==> src/rtl/wb_stage_if.sv <==
// rtl/wb_stage_if.sv - MEM->WB bus and write-back result signals grouped for wb_stage
interface wb_stage_if;
    logic         WB_valid;
    logic [159:0] MEM_WB_bus_r;
    logic         WB_over;
    logic [3:0]   rf_wen;
    logic [4:0]   rf_wdest;
    logic [31:0]  rf_wdata;
    logic [4:0]   WB_wdest;
    logic         WB_hi_write;
    logic         WB_lo_write;
    logic [31:0]  WB_hi_data;
    logic [31:0]  WB_lo_data;
    logic [31:0]  HI_data;
    logic [31:0]  LO_data;
    logic [31:0]  cp0r_status;
    logic [31:0]  cp0r_cause;
    logic [31:0]  cp0r_epc;
    logic [31:0]  cp0r_badvaddr;
    logic         cancel;
    logic [31:0]  exc_pc;

    modport master (
        output WB_valid, MEM_WB_bus_r,
        input  WB_over, rf_wen, rf_wdest, rf_wdata, WB_wdest,
        input  WB_hi_write, WB_lo_write, WB_hi_data, WB_lo_data, HI_data, LO_data,
        input  cp0r_status, cp0r_cause, cp0r_epc, cp0r_badvaddr, cancel, exc_pc
    );

    modport slave (
        input  WB_valid, MEM_WB_bus_r,
        output WB_over, rf_wen, rf_wdest, rf_wdata, WB_wdest,
        output WB_hi_write, WB_lo_write, WB_hi_data, WB_lo_data, HI_data, LO_data,
        output cp0r_status, cp0r_cause, cp0r_epc, cp0r_badvaddr, cancel, exc_pc
    );
endinterface

==> src/rtl/wb_stage.sv <==
// rtl/wb_stage.sv - write-back stage: GPR commit, HI/LO, CP0 and precise exception/eret redirect
module wb_stage #(
    parameter logic [31:0] EXC_VECTOR  = 32'hBFC0_0380,
    parameter logic [31:0] STATUS_RST  = 32'h0040_0000,
    parameter logic [31:0] STATUS_WMSK = 32'h0000_FF03
) (
    input  logic        clk,
    input  logic        reset,
    wb_stage_if.slave   bus
);
    // CP0 address is {reg[4:0], sel[2:0]}
    localparam logic [7:0] CP0_BADVADDR = 8'd64;
    localparam logic [7:0] CP0_STATUS   = 8'd96;
    localparam logic [7:0] CP0_CAUSE    = 8'd104;
    localparam logic [7:0] CP0_EPC      = 8'd112;

    logic        w_jbr, w_wen, w_hi_wr, w_lo_wr, w_mfhi, w_mflo, w_mtc0, w_mfc0;
    logic        w_syscall, w_brk, w_ov, w_adel, w_ades, w_ri, w_eret;
    logic [4:0]  w_wdest;
    logic [7:0]  w_cp0_addr;
    logic [31:0] w_mem_res, w_lo_res, w_exe_res, w_pc;
    logic [3:0]  w_wbytes;

    assign {w_jbr, w_wen, w_wdest, w_mem_res, w_lo_res, w_hi_wr, w_lo_wr, w_mfhi, w_mflo,
            w_mtc0, w_mfc0, w_cp0_addr, w_syscall, w_brk, w_ov, w_adel, w_ades, w_ri, w_eret,
            w_exe_res, w_pc, w_wbytes} = bus.MEM_WB_bus_r;

    logic [31:0] r_hi, r_lo;
    logic [31:0] r_status, r_cause, r_epc, r_badvaddr;
    logic        r_prev_jbr;

    // Reset suppresses every side effect, including the redirect, even mid-flush
    logic w_live, w_exc_src, w_exc, w_commit, w_eret_go, w_mtc0_go, w_bd;
    assign w_live    = bus.WB_valid & ~reset;
    assign w_exc_src = w_ri | w_ov | w_syscall | w_brk | w_adel | w_ades;
    assign w_exc     = w_live & w_exc_src;
    assign w_commit  = w_live & ~w_exc_src;
    assign w_eret_go = w_commit & w_eret;
    assign w_mtc0_go = w_commit & w_mtc0 & ~w_eret;
    assign w_bd      = r_prev_jbr;

    logic [4:0] w_excode;
    always_comb begin
        w_excode = 5'd0;
        if (w_ri)           w_excode = 5'd10;
        else if (w_ov)      w_excode = 5'd12;
        else if (w_syscall) w_excode = 5'd8;
        else if (w_brk)     w_excode = 5'd9;
        else if (w_adel)    w_excode = 5'd4;
        else if (w_ades)    w_excode = 5'd5;
    end

    logic [31:0] w_cp0_rdata;
    always_comb begin
        w_cp0_rdata = 32'd0;
        case (w_cp0_addr)
            CP0_STATUS:   w_cp0_rdata = r_status;
            CP0_CAUSE:    w_cp0_rdata = r_cause;
            CP0_EPC:      w_cp0_rdata = r_epc;
            CP0_BADVADDR: w_cp0_rdata = r_badvaddr;
            default:      w_cp0_rdata = 32'd0;
        endcase
    end

    logic [31:0] w_rf_wdata;
    always_comb begin
        w_rf_wdata = w_mem_res;
        if (w_mfhi)      w_rf_wdata = r_hi;
        else if (w_mflo) w_rf_wdata = r_lo;
        else if (w_mfc0) w_rf_wdata = w_cp0_rdata;
    end

    assign bus.WB_over       = bus.WB_valid;
    assign bus.rf_wen        = w_commit ? ({4{w_wen}} & w_wbytes) : 4'd0;
    assign bus.rf_wdest      = w_wdest;
    assign bus.rf_wdata      = w_rf_wdata;
    assign bus.WB_wdest      = bus.WB_valid ? w_wdest : 5'd0;
    assign bus.WB_hi_write   = w_commit & w_hi_wr;
    assign bus.WB_lo_write   = w_commit & w_lo_wr;
    assign bus.WB_hi_data    = w_mem_res;
    assign bus.WB_lo_data    = w_lo_res;
    assign bus.HI_data       = r_hi;
    assign bus.LO_data       = r_lo;
    assign bus.cp0r_status   = r_status;
    assign bus.cp0r_cause    = r_cause;
    assign bus.cp0r_epc      = r_epc;
    assign bus.cp0r_badvaddr = r_badvaddr;
    assign bus.cancel        = w_exc | w_eret_go;
    assign bus.exc_pc        = w_exc ? EXC_VECTOR : r_epc;

    always_ff @(posedge clk) begin
        if (reset) begin
            r_hi       <= 32'd0;
            r_lo       <= 32'd0;
            r_status   <= STATUS_RST;
            r_cause    <= 32'd0;
            r_epc      <= 32'd0;
            r_badvaddr <= 32'd0;
            r_prev_jbr <= 1'b0;
        end else if (w_exc) begin
            r_cause    <= {w_bd, r_cause[30:7], w_excode, r_cause[1:0]};
            r_epc      <= w_bd ? (w_pc - 32'd4) : w_pc;
            r_status   <= {r_status[31:2], 1'b1, r_status[0]};
            r_prev_jbr <= 1'b0;
            if (w_adel | w_ades)
                r_badvaddr <= w_exe_res;
        end else if (w_commit) begin
            if (w_hi_wr) r_hi <= w_mem_res;
            if (w_lo_wr) r_lo <= w_lo_res;
            // eret leaves the delay-slot tracker clean for the handler's return target
            r_prev_jbr <= w_eret ? 1'b0 : w_jbr;
            if (w_eret_go) begin
                r_status <= {r_status[31:2], 1'b0, r_status[0]};
            end else if (w_mtc0_go) begin
                case (w_cp0_addr)
                    CP0_STATUS: r_status <= (r_status & ~STATUS_WMSK) | (w_mem_res & STATUS_WMSK);
                    CP0_CAUSE:  r_cause  <= {r_cause[31:10], w_mem_res[9:8], r_cause[7:0]};
                    CP0_EPC:    r_epc    <= w_mem_res;
                    default:    ;
                endcase
            end
        end
    end
endmodule
==> src/flat_wrapper.sv <==
// flat-port wrapper written by rule: the top's interface ports become plain ports
module wb_stage_flat 
#(
    parameter logic [31:0] EXC_VECTOR  = 32'hBFC0_0380,
    parameter logic [31:0] STATUS_RST  = 32'h0040_0000,
    parameter logic [31:0] STATUS_WMSK = 32'h0000_FF03
)
  (clk, reset, bus_WB_valid, bus_MEM_WB_bus_r, bus_WB_over, bus_rf_wen, bus_rf_wdest, bus_rf_wdata, bus_WB_wdest, bus_WB_hi_write, bus_WB_lo_write, bus_WB_hi_data, bus_WB_lo_data, bus_HI_data, bus_LO_data, bus_cp0r_status, bus_cp0r_cause, bus_cp0r_epc, bus_cp0r_badvaddr, bus_cancel, bus_exc_pc);
  wb_stage_if bus_i ();
  input  logic clk;
  input  logic reset;
  input wire logic [$bits(bus_i.WB_valid)-1:0] bus_WB_valid;
  input wire logic [$bits(bus_i.MEM_WB_bus_r)-1:0] bus_MEM_WB_bus_r;
  output wire logic [$bits(bus_i.WB_over)-1:0] bus_WB_over;
  output wire logic [$bits(bus_i.rf_wen)-1:0] bus_rf_wen;
  output wire logic [$bits(bus_i.rf_wdest)-1:0] bus_rf_wdest;
  output wire logic [$bits(bus_i.rf_wdata)-1:0] bus_rf_wdata;
  output wire logic [$bits(bus_i.WB_wdest)-1:0] bus_WB_wdest;
  output wire logic [$bits(bus_i.WB_hi_write)-1:0] bus_WB_hi_write;
  output wire logic [$bits(bus_i.WB_lo_write)-1:0] bus_WB_lo_write;
  output wire logic [$bits(bus_i.WB_hi_data)-1:0] bus_WB_hi_data;
  output wire logic [$bits(bus_i.WB_lo_data)-1:0] bus_WB_lo_data;
  output wire logic [$bits(bus_i.HI_data)-1:0] bus_HI_data;
  output wire logic [$bits(bus_i.LO_data)-1:0] bus_LO_data;
  output wire logic [$bits(bus_i.cp0r_status)-1:0] bus_cp0r_status;
  output wire logic [$bits(bus_i.cp0r_cause)-1:0] bus_cp0r_cause;
  output wire logic [$bits(bus_i.cp0r_epc)-1:0] bus_cp0r_epc;
  output wire logic [$bits(bus_i.cp0r_badvaddr)-1:0] bus_cp0r_badvaddr;
  output wire logic [$bits(bus_i.cancel)-1:0] bus_cancel;
  output wire logic [$bits(bus_i.exc_pc)-1:0] bus_exc_pc;
  assign bus_i.WB_valid = bus_WB_valid;
  assign bus_i.MEM_WB_bus_r = bus_MEM_WB_bus_r;
  assign bus_WB_over = bus_i.WB_over;
  assign bus_rf_wen = bus_i.rf_wen;
  assign bus_rf_wdest = bus_i.rf_wdest;
  assign bus_rf_wdata = bus_i.rf_wdata;
  assign bus_WB_wdest = bus_i.WB_wdest;
  assign bus_WB_hi_write = bus_i.WB_hi_write;
  assign bus_WB_lo_write = bus_i.WB_lo_write;
  assign bus_WB_hi_data = bus_i.WB_hi_data;
  assign bus_WB_lo_data = bus_i.WB_lo_data;
  assign bus_HI_data = bus_i.HI_data;
  assign bus_LO_data = bus_i.LO_data;
  assign bus_cp0r_status = bus_i.cp0r_status;
  assign bus_cp0r_cause = bus_i.cp0r_cause;
  assign bus_cp0r_epc = bus_i.cp0r_epc;
  assign bus_cp0r_badvaddr = bus_i.cp0r_badvaddr;
  assign bus_cancel = bus_i.cancel;
  assign bus_exc_pc = bus_i.exc_pc;
  wb_stage #(.EXC_VECTOR(EXC_VECTOR), .STATUS_RST(STATUS_RST), .STATUS_WMSK(STATUS_WMSK)) u_core (.clk(clk), .reset(reset), .bus(bus_i));
endmodule
==> config.mk <==
export PLATFORM = sky130hd
export DESIGN_NAME = wb_stage_flat
export DESIGN_NICKNAME = d
export VERILOG_FILES = /design/src/rtl/wb_stage_if.sv /design/src/rtl/wb_stage.sv /design/src/flat_wrapper.sv
export SDC_FILE = /design/constraint.sdc
export NUM_CORES = 1
export LEC_CHECK = 0
export ABC_AREA = 1
export BUFFER_PORTS_ARGS = -buffer_cell sky130_fd_sc_hd__buf_4
export CORE_AREA = 2 2 197 199
export CTS_CLUSTER_SIZE = 40
export DETAILED_ROUTE_END_ITERATION = 12
export DIE_AREA = 0 0 199 201
export GPL_ROUTABILITY_DRIVEN = 0
export PLACE_DENSITY = 0.51
export SYNTH_ARGS = -nofsm -noshare
export SYNTH_HDL_FRONTEND = slang
export SYNTH_SLANG_ARGS = --single-unit
==> constraint.sdc <==
create_clock -name clk -period 3.24 [get_ports clk]
set_input_delay 0.324 -clock clk [delete_from_list [all_inputs] [get_ports clk]]
set_output_delay 0.324 -clock clk [all_outputs]
set_load 0.1 [all_outputs]
After elaboration in Yosys (flattened, before gate mapping)
Cells that the tools add are included.
{ "totals": {"register_bits": 169, "in_bits": 163, "out_inout_bits": 338} }
{ "op_classes": {"n_addsub": 1, "n_eq_ne": 5, "mux": 30, "bitwise_logic": 22, "reduce_logical": 13} }
{ "op_table": {"columns": ["cell", "count"], "rows": [
  ["32-bit two-way mux", 14],
  ["32-bit one-hot mux with 4 select lines", 1],
  ["8-bit by 7-bit == test with 1-bit output (second input constant)", 4],
  ["32-bit by 16-bit bitwise OR with 32-bit output", 1],
  ["32-bit by 3-bit subtractor with 32-bit output (second input constant)", 1],
  ["5-bit two-way mux", 6],
  ["10-bit two-way mux", 1],
  ["2-bit two-way mux", 5],
  ["5-bit AND reduction", 2],
  ["3-bit AND reduction", 3],
  ["1-bit bitwise AND", 8],
  ["1-bit bitwise OR", 7],
  ["2-bit nonzero test", 3],
  ["3-bit nonzero test", 2],
  ["1-bit inverter", 5],
  ["4-bit bitwise AND", 1],
  ["4-bit two-way mux", 1],
  ["4-bit AND reduction", 1],
  ["3-bit two-way mux", 1],
  ["2-bit by 1-bit != test with 1-bit output (second input constant)", 1],
  ["2-bit AND reduction", 1],
  ["2-bit OR reduction", 1],
  ["1-bit two-way mux", 1]
]} }

Logic depth before layout (Yosys ltp)
{ "depth": {"word_depth": 13, "mapped_depth": 12} }

Worst setup path after synthesis
No wires, ideal clock.
{ "synth_path": {"path_kind": "input port to output port", "startpoint": "input port bus_MEM_WB_bus_r[74]", "endpoint": "output port bus_exc_pc[0]", "t_arrival_ps": 2540, "required_time_ps": 2916, "setup_slack_ps": 376, "path_stages": 8, "cell_sequence": "nor2_1 -> nand3_2 -> nand2_1 -> nand2_1 -> buf_4 -> buf_2 -> buf_2 -> nor2_1"} }
{ "synth_between": {"elab_chain_cells": 6} }
{ "synth_lines": {"columns": ["element", "line_no", "text"], "rows": [
  ["start, declared", "flat_wrapper.sv:13", "input wire logic [$bits(bus_i.MEM_WB_bus_r)-1:0] bus_MEM_WB_bus_r;"],
  ["1-bit bitwise OR (4 in series)", "wb_stage.sv:35", "assign w_exc_src = w_ri | w_ov | w_syscall | w_brk | w_adel | w_ades;"],
  ["1-bit bitwise AND", "wb_stage.sv:36", "assign w_exc = w_live & w_exc_src;"],
  ["32-bit two-way mux", "wb_stage.sv:89", "assign bus.exc_pc = w_exc ? EXC_VECTOR : r_epc;"],
  ["end, declared", "flat_wrapper.sv:30", "output wire logic [$bits(bus_i.exc_pc)-1:0] bus_exc_pc;"]
]} }
No other way between the ends.

Worst setup path in the final report
{ "layout_path": {"startpoint": "input port bus_MEM_WB_bus_r[79]", "endpoint": "output port bus_rf_wdata[7]"} }
{ "layout_between": {"elab_chain_cells": 5, "word_cells_on_any_way": 8, "cone_classes": "eq/ne: 4; mux: 4"} }
{ "layout_lines": {"columns": ["element", "line_no", "text"], "rows": [
  ["8-bit by 7-bit == test with 1-bit output", "wb_stage.sv:56", "case (w_cp0_addr)"],
  ["32-bit one-hot mux with 4 select lines *", "wb_stage.sv:56", null],
  ["32-bit two-way mux *", "wb_stage.sv:70", "else if (w_mfc0) w_rf_wdata = w_cp0_rdata;"],
  ["32-bit two-way mux *", "wb_stage.sv:69", "else if (w_mflo) w_rf_wdata = r_lo;"],
  ["32-bit two-way mux *", "wb_stage.sv:68", "if (w_mfhi) w_rf_wdata = r_hi;"],
  ["end, declared", "flat_wrapper.sv:17", "output wire logic [$bits(bus_i.rf_wdata)-1:0] bus_rf_wdata;"]
]} }
Mark *: on every way between the ends. The rest lies on a longest branch, timed or not.

==> results by group <==
Worst hold path
  – Worst hold path endpoint: u_core.bus.cp0r_badvaddr[8]
  – Hold_sp: bus_MEM_WB_bus_r[44]
  – WHS Path Cells: 3
  – Min-delay worst type: in2reg

Detailed routing
  – Vias: 11000
  – Routed WL per cell: 19.4 um
  – DR iter-0 viols: 804
  – DRT Wirelength: 46.6 mm
  – Number of remaining DRC errors: 0
  – Post-DRT Antenna Nets: 0
  – Post-DR vias/cell: 4.58
  – Drt pass-1 iters: 5

Setup path
  – Setup slack, reg-to-reg: 1.34 ns
  – CP Cell Sequence: buf_4 > or2_1 > nor2_4 > nand2_2 > buf_4 > o21ai_0 > nand3_1 > nand2_1 > nand2_1 > nand2_1 > buf_4
  – R2r startpoint: u_core.r_prev_jbr
  – Worst Path Arrival: 2.69 ns
  – Slowest stage delay, CP: 0.79 ns
  – Largest delay share family, worst path: simple AND/OR/NAND/NOR gates
  – Startpoint Class: input pin
  – Crit path max fanout: 16
  – Slowest cell on crit path: o21ai_0
  – R2R cell count: 9
  – Critical Path RT: 2.92 ns
  – Buf/Inv on CP: 3
  – CP Class: in2out
  – Crit Reg-Reg Endpoint: u_core.bus.cp0r_epc[19]
  – Crit. End Element: output pin
  – Crit path launch: bus_MEM_WB_bus_r[79]

Floorplan
  – IO Pins: 501
  – CORE AREA: 38100 um^2
  – Die Y: 201 um
  – Total Die Area: 40000 um^2
  – Initial core utilization: 24.8%
  – # rows: 72
  – Die W: 199 um

Timing
  – Tcrit/Tclk final: 92.9%
  – Max Fclk: 332 MHz
  – Final min period: 3.01 ns
  – Unrepaired setup endpoints after global routing: no
  – Setup TNS: 0 ns
  – Hold Vio Cnt, Final: 0
  – Measured slew at the worst slew-check pin: 1.30 ns
  – Rel. slew slack: 13.3%
  – Slew Limit Fails: 0
  – Setup violators final: 0
  – Clk_skew: 0.00462 ns

Clock network
  – Clock buffer count from CTS: 17
  – Worst-Skew Late Latency: 0.43 ns
  – CTS root buf: clkbuf_16
  – Clock-pin transition on the worst setup and hold timing paths: 0.07 ns
  – Htree depth: 4
  – CTS sink count: 146
  – Post-CTS setup buffer count: 0
  – Bufs on Longest Clock Path: 2
  – Hold_buf cts: 0
  – CTS tree: done
  – Post_cts resized: 0

Synth
  – Mean Syn Cell Area: 6.13 um^2
  – #FFs+latches synth: 146
  – Ys Warns: 0
  – Unique cell type count in the Yosys netlist: 32
  – Sequential-to-total area share from yosys stat: 31.0%
  – Area leader, netlist: dfxtp_1
  – Ranking of synthesized cells by area: dfxtp_1 31%, nand2_1 14%, buf_4 9.8%
  – Synth Instances: 1539
  – Cell Area, Synth: 9440 um^2
  – Yosys top cell area share: 31.0%

Global route
  – Largest net degree at the start of global routing: 95
  – Initial antenna violation count: 2
  – First-pass GRT wire length: 67.6 mm
  – Grt met3 use: 4.00%
  – GRT Resource Usage Total: 22.8%
  – Global route total overflow: 0
  – GR Util met2: 36.7%
  – Vias in the first global route: 10500
  – Met1 Resource Use GR: 30.9%
  – Top Usage Layer GRT: met2

Outcome
  – Outcome: finished clean

Cells and area
  – Core Util, Final: 34.6%
  – Share of cells above drive strength 1: 28.1%
  – Final #Nets: 2033
  – Area Growth Syn to Fin: 39.8%

Pwr
  – Max VDD drop: 310 uV
  – Part of the power in the clock network: 32.8%
  – Sw Ratio: 45.0%
  – Pwr dens: 508 nW/um^2
  – Share of power burned in registers: 29.1%
  – Leakage: 6.49 nW
  – Switching pwr: 3.01 mW
  – Logic pwr share: 38.0%
  – Int Pwr: 3.69 mW

Flow run
  – Max cap viols: 0

Place
  – DPL Wire Length: 36.2 mm
  – Number of buffers inserted by port buffering: 453
-- cells in the mapped netlist --
master    count
o21ai_1       2
nor3_1       54
nand4_4       1
nand4_1      13
and2_1        2
inv_2         6
nor2_8        1
o31ai_1       1
buf_1         8
clkbuf_1     45
buf_2        28
nand2_1     342
a211oi_1      3
conb_1        2
nand2_2       5
nor2_2        3
dfxtp_1     146
xor2_1        2
inv_1       155
a21oi_1     125
nand3_1     126
o211ai_1      1
ha_1          1
o21bai_1      8
nor2_4        5
buf_4       123
o21ai_0     155
nor2_1      169
clkinv_1      1
nand3_2       1
or2_1         1
or2_2         4
-- routing by layer --
metal,wire length (um),part of all wire [%]
met5,13,0.028
met4,1090,2.3
met3,3040,6.5
met2,21300,46
met1,21100,45
-- tightest hold or removal path, stage by stage --
cell	delay (ns)
buf_4	0.08
nand2_1	0.04
nand2_1	0.05
-- registers in the layout, summed over array words and instances (netlist names) --
name / flops
u_core.bus.HI_data: 32
u_core.bus.LO_data: 32
u_core.bus.cp0r_badvaddr: 32
u_core.bus.cp0r_cause: 7
u_core.bus.cp0r_epc: 32
u_core.bus.cp0r_status: 10
u_core.r_prev_jbr: 1
-- kinds of logic after synthesis --
kind of cell	after synthesis	share of synthesized area, %
AO/OA/AOI/OAI	295	16.0
XOR/XNOR	2	0.186
AND/OR/NAND/NOR	727	32.9
other	2	0.0795
buffers and inverters	366	19.8
adder cells (fa/ha/maj)	1	0.132
flip-flops	146	31.0
-- power by group through the flow --
stage	Clock, mW	Combinational [mW]	Sequential [mW]
after floorplan	0	1.51	2.46
after detailed placement	0	2.55	1.99
after CTS	2.26	2.55	1.95
after global placement	0	2.55	1.99
after global routing	2.32	2.65	1.96
final	2.20	2.55	1.95
-- cells in the final DEF (no fill, tap or decap), types with 3 or more instances in the layout --
cell | netlist | routed
a21oi_1 | 125 | 125
a211oi_1 | 3 | 3
nand3_1 | 126 | 126
o21ai_0 | 155 | 155
bufinv_16 | 0 | 4
o21bai_1 | 8 | 8
or2_2 | 4 | 4
buf_4 | 123 | 468
clkinv_4 | 0 | 3
conb_1 | 2 | 47
dfxtp_1 | 146 | 146
inv_2 | 6 | 6
nand4_1 | 13 | 13
nor3_1 | 54 | 54
nor2_1 | 169 | 169
inv_1 | 155 | 154
clkbuf_16 | 0 | 17
nand2_1 | 342 | 341
nand2_2 | 5 | 6
nor2_4 | 5 | 6
-- per-stage QoR --
step | instance area, um^2 | hold WS, ns | worst slack (ns) | instances | total power [mW]
after floorplan | 9610 | 0.427 | 0.376 | 1584 | 3.97
after global placement | 12600 | 0.454 | 0.372 | 2368 | 4.54
after detailed placement | 12600 | 0.458 | 0.354 | 2368 | 4.54
after CTS | 13200 | 0.0593 | 0.342 | 2400 | 6.76
after global routing | 13200 | 0.0764 | 0.197 | 2401 | 6.93
final | 13200 | 0.0883 | 0.231 | 2402 | 6.70
-- final cells by class --
type	count	area [um^2]
Fill cell	4112	24900
Inverter	162	611
Multi-Input combinational cell	1072	4820
Antenna cell	2	5.00
Clock inverter	11	176
Sequential cell	146	2920
Timing Repair Buffer	470	3550
Clock buffer	21	460
Tap cell	518	648
-- how the worst max path moves through the flow --
stage                      end  cells after the start
6_report       bus_rf_wdata[7]                     11
5_1_grt        bus_rf_wdata[7]                     12
4_1_cts        bus_rf_wdata[7]                     11
3_5_place_dp   bus_rf_wdata[7]                     11
3_3_place_gp   bus_rf_wdata[7]                     11
2_1_floorplan    bus_exc_pc[0]                      8
Note: power is estimated with default switching activity, not from simulation.
